[src/rtl/lsu_pkg.sv]
// Shared types and constants for the load/store unit.
// Memory width codes match the data memory group encoding.
package lsu_pkg;

    localparam logic [1:0] DATAWIDTH_BYTE  = 2'b00;
    localparam logic [1:0] DATAWIDTH_SHORT = 2'b01;
    localparam logic [1:0] DATAWIDTH_WORD  = 2'b10;

    localparam logic [2:0] FUNCT3_LB  = 3'b000;
    localparam logic [2:0] FUNCT3_LH  = 3'b001;
    localparam logic [2:0] FUNCT3_LW  = 3'b010;
    localparam logic [2:0] FUNCT3_LBU = 3'b100;
    localparam logic [2:0] FUNCT3_LHU = 3'b101;
    localparam logic [2:0] FUNCT3_SB  = 3'b000;
    localparam logic [2:0] FUNCT3_SH  = 3'b001;
    localparam logic [2:0] FUNCT3_SW  = 3'b010;

    typedef struct packed {
        logic       valid;
        logic [3:0] rd;
        logic [1:0] width;
        logic       uns;
    } load_tag_t;

    function automatic logic [2:0] width_bytes(input logic [1:0] w);
        logic [2:0] n;
        case (w)
            DATAWIDTH_BYTE:  n = 3'd1;
            DATAWIDTH_SHORT: n = 3'd2;
            default:         n = 3'd4;
        endcase
        return n;
    endfunction

endpackage

[src/rtl/load_extend.sv]
// Sign/zero extension of the returned load data.
// The memory group already places the addressed byte at [7:0].
module load_extend
    import lsu_pkg::*;
(
    input  logic [1:0]  width_i,
    input  logic        uns_i,
    input  logic [31:0] rdata_i,
    output logic [31:0] result_o
);

    logic sb;
    logic sh;

    always_comb begin
        sb = ~uns_i & rdata_i[7];
        sh = ~uns_i & rdata_i[15];
        result_o = rdata_i;
        case (width_i)
            DATAWIDTH_BYTE:  result_o = {{24{sb}}, rdata_i[7:0]};
            DATAWIDTH_SHORT: result_o = {{16{sh}}, rdata_i[15:0]};
            default:         result_o = rdata_i;
        endcase
    end

endmodule

[src/rtl/load_store_unit.sv]
// MEM-stage initiator for the data memory group: fault check,
// in-flight load tags, writeback extension and load-use hazard.
module load_store_unit
    import lsu_pkg::*;
#(
    parameter int DATA_DEPTH = 4096
) (
    input  logic                clk,
    input  logic                rst,
    input  logic                req_valid,
    input  logic                req_we,
    input  logic [2:0]          req_funct3,
    input  logic [31:0]         req_addr,
    input  logic [31:0]         req_wdata,
    input  logic [3:0]          req_rd,
    input  logic                flush,
    input  logic [3:0]          id_rs1,
    input  logic [3:0]          id_rs2,
    output logic                mem_we,
    output logic [1:0]          mem_data_width,
    output logic [2+$clog2(DATA_DEPTH)-1:0] mem_addr,
    output logic [31:0]         mem_wdata,
    input  logic [31:0]         mem_rdata,
    output logic                wb_valid,
    output logic [3:0]          wb_rd,
    output logic [31:0]         wb_data,
    output logic                fault_valid,
    output logic [31:0]         fault_addr,
    output logic                load_use_hazard
);

    localparam int ADDR_W = 2 + $clog2(DATA_DEPTH);
    localparam logic [32:0] MEM_BYTES = 33'(4 * DATA_DEPTH);

    load_tag_t   s1_d, s1_q, s2_d, s2_q;
    logic        fault_d, fault_q;
    logic [31:0] faddr_d, faddr_q;
    logic [32:0] end_addr;
    logic        bad_req;
    logic        accept;
    logic        ld_now;
    logic [31:0] ext_data;

    // End address is computed one bit wider so a top-of-memory
    // wrap shows up as an overflow rather than a small address.
    always_comb begin
        end_addr = {1'b0, req_addr}
                 + {30'd0, width_bytes(req_funct3[1:0])};
        bad_req = (req_funct3[1:0] == 2'b11)
                | (req_we & req_funct3[2])
                | (req_addr[31:ADDR_W] != '0)
                | (end_addr > MEM_BYTES);
    end

    assign accept = req_valid & ~flush & ~bad_req;
    assign ld_now = accept & ~req_we;

    assign mem_we         = accept & req_we & ~rst;
    assign mem_data_width = req_funct3[1:0];
    assign mem_addr       = req_addr[ADDR_W-1:0];
    assign mem_wdata      = req_wdata;

    always_comb begin
        fault_d = req_valid & ~flush & bad_req;
        faddr_d = fault_d ? req_addr : faddr_q;
        s1_d = '{valid: ld_now, rd: req_rd,
                 width: req_funct3[1:0], uns: req_funct3[2]};
        s2_d = s1_q;
        if (flush) begin
            s1_d.valid = 1'b0;
            s2_d.valid = 1'b0;
        end
    end

    always_ff @(posedge clk or posedge rst) begin
        if (rst) begin
            s1_q    <= '0;
            s2_q    <= '0;
            fault_q <= 1'b0;
            faddr_q <= '0;
        end else begin
            s1_q    <= s1_d;
            s2_q    <= s2_d;
            fault_q <= fault_d;
            faddr_q <= faddr_d;
        end
    end

    load_extend u_ext (
        .width_i  (s2_q.width),
        .uns_i    (s2_q.uns),
        .rdata_i  (mem_rdata),
        .result_o (ext_data)
    );

    assign wb_valid    = s2_q.valid & (s2_q.rd != 4'd0) & ~flush;
    assign wb_rd       = s2_q.rd;
    assign wb_data     = wb_valid ? ext_data : 32'd0;
    assign fault_valid = fault_q;
    assign fault_addr  = faddr_q;

    // Stage2 is left out: its result is forwarded from writeback.
    function automatic logic hit(input logic [3:0] rs);
        return (rs != 4'd0)
             & ((ld_now & (rs == req_rd))
              | (s1_q.valid & (rs == s1_q.rd)));
    endfunction

    assign load_use_hazard = hit(id_rs1) | hit(id_rs2);

endmodule

[config.mk]
export PLATFORM = sky130hd
export DESIGN_NAME = load_store_unit
export DESIGN_NICKNAME = d
export VERILOG_FILES = /design/src/rtl/lsu_pkg.sv /design/src/rtl/load_extend.sv /design/src/rtl/load_store_unit.sv
export SDC_FILE = /design/constraint.sdc
export NUM_CORES = 1
export LEC_CHECK = 0
export CAP_MARGIN = 15
export CORE_MARGIN = 10
export CORE_UTILIZATION = 35
export CTS_BUF_LIST = sky130_fd_sc_hd__clkbuf_8 sky130_fd_sc_hd__clkbuf_16
export DETAILED_ROUTE_END_ITERATION = 8
export GPL_TIMING_DRIVEN = 0
export PLACE_DENSITY_LB_ADDON = 0.08
export SYNTH_ARGS = -nofsm -noshare
export SYNTH_HDL_FRONTEND = slang
export SYNTH_SLANG_ARGS = --single-unit
[constraint.sdc]
create_clock -name clk -period 6 [get_ports clk]
set_clock_uncertainty 0.15 [all_clocks]
set_input_delay 0.6 -clock clk [delete_from_list [all_inputs] [get_ports clk]]
set_output_delay 0.6 -clock clk [all_outputs]
set_load 0.01 [all_outputs]
==> impl_metrics.toml, run 1 <==
[power]
switchingPower_uw = 255.7
p_int_uw = 676.4
p_clk_frac = 0.227
powerDensity_mw_per_mm2 = 171.1
p_sw_frac = 0.2744
seqPwrFrac = 0.415
pwr-share-comb = 0.358
leakagePower_uw = 0.002417
peakVddDrop_mv = 0.09953

[yosys]
synthDistinctLibCells = 50
ys_async_sr_fraction = 1.000
yosysMostFrequentCell = "buf_4"
synth_area_leaders = "dfrtp_1, mux2_4, buf_4, a21oi_1, inv_1"
synthFlopType = "dfrtp_1"
syn_area_per_cell_sq_um = 10.30
yosys.area.top_type = "dfrtp_1"
netlist_instances = 307
synth_top_cell_area_share = 0.3878
syn_nets = 427
synth_common_cells = "buf_4, dfrtp_1, a21oi_1, mux2_4, inv_1"
ys_ff_latch = 49
syn-cell-area_sq_mm = 0.003162
yosysSeqAreaShare = 0.3878
yosysWarnings = 0
synth_edf_count = 0

[route]
drt_iter0_drc = 135
wl_per_cell_um = 19.35
drtPass1Iterations = 5
wirelength_um = 12130
drc = 0
num_vias = 2968
viasPerCell = 4.734
ant_nets = 0

[clocking]
cts-root-buf = "clkbuf_8"
clock_latency_ns = 0.30
clkTransAtPathRegs_ns = 0.09
clock_sinks = 49
cts_tree = "done"
cts_max_path_buffers = 2
hold_buffers = 0
cts_resized = 0
h-tree-depth = 2
numCtsBuffers = 5
postCtsSetupBuffers = 0

[grt]
grt_pass1_vias = 3109
grt_pass1_wl_um = 18090
grt-ovfl-total = 0
gr-usage-met1 = 0.1851
grt_use_total = 0.1723
met3_usage = 0.06146
grtUsageMet2 = 0.3213
busiest_layer = "met2"
grt_max_degree = 28
grt_antenna_before_repair = 0

[final_layout]
final_nets = 638
area_delta_synth_final_pct = 72.34
diodes = 0
layout-drive-gt1-share = 0.2004

[timing]
setup_tns_ns = 0
hold_viol = 0
period_share = 0.8613
finalMaxSlewViolations = 0
setup_viol = 0
fin_ws_ns = 0.8324
max_slew_margin = 0.6629
rsz0062_at_grt = "false"
fin_crit_ns = 5.168
fmax_ghz = 0.1935
tightest_slew_ns = 0.4929

[placement]
dp_slack_ns = 0.8650
dp_hpwl_um = 10470
place.gp.congestion = 0.7948
portBuffers = 203

[critical_path]
crit_path_cell_trace = "clkdlybuf4s50_1 -> nor2_1 -> ha_1 -> fa_1 -> a21oi_1 -> or3_2 -> a31oi_1 -> or4b_4 -> o21a_1 -> o41ai_1 -> clkdlybuf4s50_1"
path_delay_family = "buffers and inverters"
required_ns = 5.25
reg2reg_setup_slack_ns = 5.08
path_buf_inv = 2
cpPeakStageDelay_ns = 0.61
cp.arrival_ns = 4.42
worst_setup_path_start_kind = "input port"
cp.depth = 11
cpMostUsedCell = "clkdlybuf4s50_1"
worst-path-max-fanout = 7
r2r_start = "fault_addr[3]"
crit_type = "in2out"
reg2reg_to = "fault_addr[3]"
worst_r2r_path_depth = 1
slowest_stage = "clkdlybuf4s50_1"
crit_path_end_kind = "output port"

[floorplanning]
start_util = 0.3608
dieArea_sq_mm = 0.01324
core_sq_mm = 0.008763
die_w_um = 115.0
die_h_um = 115.0
num_rows = 34
io_pins = 236

[job]
cap_viol_max_count = 0

[worst_hold_path]
min_from = "s1_q[0]"
worstHoldEndpoint = "s2_q[0]"
hold_depth = 0
hp-class = "reg2reg"

[run_status]
status = "finished clean"
## logic make-up (layout without fill, tap and decap cells)
group | after synthesis | after routing | share of synthesized area
AO/OA/AOI/OAI | 61 | 61 | 0.1223
XOR/XNOR | 14 | 14 | 0.03878
adder cells (fa/ha/maj) | 4 | 4 | 0.01820
buffers and inverters | 82 | 294 | 0.1662
flip-flops | 49 | 49 | 0.3878
multiplexers | 31 | 31 | 0.1421
AND/OR/NAND/NOR | 66 | 66 | 0.1247
## how the worst max path moves through the flow
stage | startpoint | to | slack (ns)
2_1_floorplan | req_funct3[0] | load_use_hazard | 2.16
3_3_place_gp | req_funct3[1] | load_use_hazard | 0.85
3_5_place_dp | req_funct3[1] | load_use_hazard | 0.86
4_1_cts | req_funct3[0] | load_use_hazard | 0.83
5_1_grt | req_funct3[1] | load_use_hazard | 0.60
6_report | req_funct3[0] | load_use_hazard | 0.83
## power by group through the flow
stage | registers (uW) | clock network, uW | logic, uW
2_1_floorplan | 407 | 0 | 127
3_3_place_gp | 391 | 0 | 332
5_1_grt | 393 | 234 | 358
4_1_cts | 387 | 220 | 340
6_report | 387 | 212 | 334
3_5_place_dp | 393 | 0 | 338
## placed cells by master (no fill, tap or decap), types with 3 or more instances in the layout
cell type,Yosys,routed
xor2_1,6,6
nor4_1,8,8
nand4_1,4,4
a21oi_1,28,28
dfrtp_1,49,49
nor3_1,13,13
nor2_1,9,9
clkdlybuf4s50_1,0,203
ha_1,3,3
buf_4,52,52
buf_6,3,3
and2_1,8,8
nand2b_1,3,3
xnor2_1,8,8
o21ai_0,12,12
mux2_2,3,3
nand2_1,3,3
a22o_1,3,3
mux2_4,27,27
inv_1,21,20
clkbuf_1,6,6
clkbuf_8,0,6
## routing by layer
| metal | part of all wire | vias to the layer above |
|---|---|---|
| met5 | 0 | - |
| met4 | 0.0050 | 0 |
| met3 | 0.094 | 5 |
| met2 | 0.52 | 137 |
| met1 | 0.38 | 1376 |
| li1 | - | 1450 |
## registers in the layout, indices dropped and copies added, names as in the netlist
| register | count |
|---|---|
| fault_valid | 1 |
| s2_q | 4 |
| s1_q | 8 |
| fault_addr | 32 |
| wb_rd | 4 |
## metrics by stage
step                hold WS [ns]  cells  area, sq um  power (uW)  utilization
floorplan                 0.1812    307         3162       534.2            -
global placement          0.1824    618         5329       723.1       0.6081
detailed placement        0.1864    619         5349       731.2       0.6104
CTS                       0.2092    627         5449       946.6       0.6218
global route              0.2180    627         5449       985.0       0.6218
finish                    0.2063    627         5449       932.1       0.6218
## area by class of cell
cell class              instances  area, sq um
fillers                       780         3314
repair buffers                204         2052
multi-input cells             176         1410
flip-flops and latches         49         1226
plain buffers                  61        446.7
well taps                     108        135.1
clock buffers                   6        82.58
inverters                      21        78.83
clock inverters                 2        17.52
Note: power is estimated with default switching activity, not from simulation.
==> run 2: changes to the inputs <==
Settings changed: ABC_AREA from default to 1.
==> run 2 against run 1 <==
Compared with the run above:
- routed wire length increased by 6.2%
- combinational power is 5% lower
- sequential share of layout area shrank 0.56 points
- hold slack about the same
- largest power group unchanged
==> impl_metrics.toml, run 2 <==
[run_status]
status = "finished clean"

[critical_path]
cpMostUsedCell = "nor2_1"
reg2reg_setup_slack_ns = 5.21
worst_r2r_path_depth = 2
path_delay_family = "simple AND/OR/NAND/NOR gates"
crit_path_end_kind = "output port"
r2r_start = "fault_addr[30]"
crit_type = "in2out"
slowest_stage = "clkdlybuf4s50_1"
worst-path-max-fanout = 6
path_buf_inv = 2
crit_path_cell_trace = "clkdlybuf4s50_1 -> nor2_1 -> ha_1 -> fa_1 -> nor2_1 -> nand3_1 -> nor2_1 -> nand3_1 -> nor2_1 -> nand4_1 -> nand2_1 -> nand4_1 -> o21bai_1 -> nand2_1 -> nand2_1 -> clkdlybuf4s50_1"
cpPeakStageDelay_ns = 0.63
cp.arrival_ns = 3.89
reg2reg_to = "fault_addr[30]"
required_ns = 5.25
worst_setup_path_start_kind = "input port"

[timing]
tightest_slew_ns = 0.5147
rsz0062_at_grt = "false"
max_slew_margin = 0.6537
period_share = 0.7735
fmax_ghz = 0.2155
setup_tns_ns = 0
setup_viol = 0
hold_viol = 0
fin_ws_ns = 1.359
fin_crit_ns = 4.641
finalMaxSlewViolations = 0

[route]
drtPass1Iterations = 4
ant_nets = 0
num_vias = 3443
wirelength_um = 12890
wl_per_cell_um = 17.07
viasPerCell = 4.560
drc = 0
drt_iter0_drc = 174

[grt]
grt_pass1_vias = 3521
grt_antenna_before_repair = 0
grt_use_total = 0.1795
grt-ovfl-total = 0
grt_pass1_wl_um = 19480
grt_max_degree = 30

[power]
peakVddDrop_mv = 0.1064
leakagePower_uw = 0.002632
switchingPower_uw = 262.6
p_sw_frac = 0.2785
powerDensity_mw_per_mm2 = 168.7
pwr-share-comb = 0.337
p_int_uw = 680.4
p_clk_frac = 0.261
seqPwrFrac = 0.402

[placement]
place.gp.congestion = 0.9621
dp_slack_ns = 1.360
place_inst = 747
placedInstanceArea_sq_mm = 0.005469
portBuffers = 203
dp_hpwl_um = 11150

[yosys]
synth_edf_count = 0
synth_area_leaders = "dfrtp_1, nand2_1, buf_4, inv_1, a21oi_1"
syn_nets = 552
yosysWarnings = 0
synth_common_cells = "nand2_1, inv_1, buf_4, dfrtp_1, a21oi_1"
syn-cell-area_sq_mm = 0.003278
netlist_instances = 432
yosysMostFrequentCell = "nand2_1"
synthDistinctLibCells = 31
synth_top_cell_area_share = 0.3740
yosys.area.top_type = "dfrtp_1"
ys_async_sr_fraction = 1.000
syn_area_per_cell_sq_um = 7.588
synthFlopType = "dfrtp_1"
ys_ff_latch = 49
yosysSeqAreaShare = 0.3740

[worst_hold_path]
hold_depth = 0
worstHoldEndpoint = "s2_q[2]"
hp-class = "reg2reg"
min_from = "s1_q[2]"

[final_layout]
diodes = 0
final_common_cell = "clkdlybuf4s50_1"
area_delta_synth_final_pct = 70.50
stdcell_count = 755
layout-drive-gt1-share = 0.1460
final_cell_mix = "clkdlybuf4s50_1, nand2_1, inv_1"
multi_input_area_sq_mm = 0.001333
final_nets = 763
n_fill_cell = 832
largest_reg_flops = 32
seq_area_sq_mm = 0.001226
fin_area_sq_mm = 0.005589

[floorplanning]
dieArea_sq_mm = 0.01364
num_rows = 35
die_h_um = 116.8
start_util = 0.3565
die_w_um = 116.8
core_sq_mm = 0.009196
io_pins = 236

[clocking]
cts_resized = 0
hold_buffers = 0
clock_sinks = 49
cts_tree = "done"
cts_max_path_buffers = 2
clock_latency_ns = 0.29
h-tree-depth = 2
postCtsSetupBuffers = 0
clkTransAtPathRegs_ns = 0.09
cts-root-buf = "clkbuf_8"
numCtsBuffers = 5

[job]
cap_viol_max_count = 0
==> run 2: cell count changes after synthesis, sizes merged, moves of 5 or more <==
cell | previous run | this run
nand4 | 4 | 9
nand3 | 3 | 21
inv | 21 | 65
nor2 | 9 | 29
mux2 | 30 | 0
nor3 | 13 | 2
and2 | 8 | 0
nand2 | 3 | 114
o21ai | 13 | 21
==> run 2: how the worst max path moves through the flow <==
stage                              from  depth (start not counted)               to  slack (ns)
after floorplan           req_funct3[0]                         16  load_use_hazard        2.92
final                     req_funct3[1]                         16  load_use_hazard        1.36
after global routing      req_funct3[1]                         16  load_use_hazard        1.06
after detailed placement  req_funct3[1]                         16  load_use_hazard        1.36
after CTS                 req_funct3[1]                         16  load_use_hazard        1.35
after global placement    req_funct3[1]                         18  load_use_hazard        1.42
==> run 2: layer usage <==
layer  GRT usage  part of all wire  vias up  wire (um)
li1            -                 -     1727          -
met4     0.04613             0.015        0        187
met2      0.3390              0.52      129       6741
met3     0.04689             0.085       10       1093
met5           0                 0        -          0
met1      0.1927              0.38     1577       4869
==> run 2: area by class of cell <==
cell class / count / area share
Buffer: 62 / 0.08462
Sequential cell: 49 / 0.2194
Clock buffer: 6 / 0.01478
Clock inverter: 2 / 0.006716
Tap cell: 111 / 0.02485
Multi-Input combinational cell: 256 / 0.2384
Inverter: 65 / 0.04410
Timing Repair Buffer: 204 / 0.3671
==> run 2: cells by family after synthesis <==
| group | Yosys count | share of synthesized area |
|---|---|---|
| flip-flops | 49 | 0.3740 |
| adder cells (fa/ha/maj) | 4 | 0.01756 |
| XOR/XNOR | 14 | 0.03740 |
| buffers and inverters | 127 | 0.2195 |
| AND/OR/NAND/NOR | 183 | 0.2470 |
| AO/OA/AOI/OAI | 55 | 0.1046 |
==> run 2: power groups by stage <==
stage	clock network, uW	logic [uW]	registers (uW)
finish	246	318	379
global placement	0	316	385
floorplan	0	122	398
CTS	252	324	380
detailed placement	0	322	386
global route	267	347	384
==> run 2: through the flow <==
step                        util  power (uW)  hold slack (ns)
after global placement    0.5925       701.2           0.1844
final                     0.6078       943.0           0.2065
after detailed placement  0.5947       708.3           0.1879
after floorplan                -       519.9           0.1812
after global routing      0.6078       998.7           0.2225
after CTS                 0.6078       955.7           0.2097
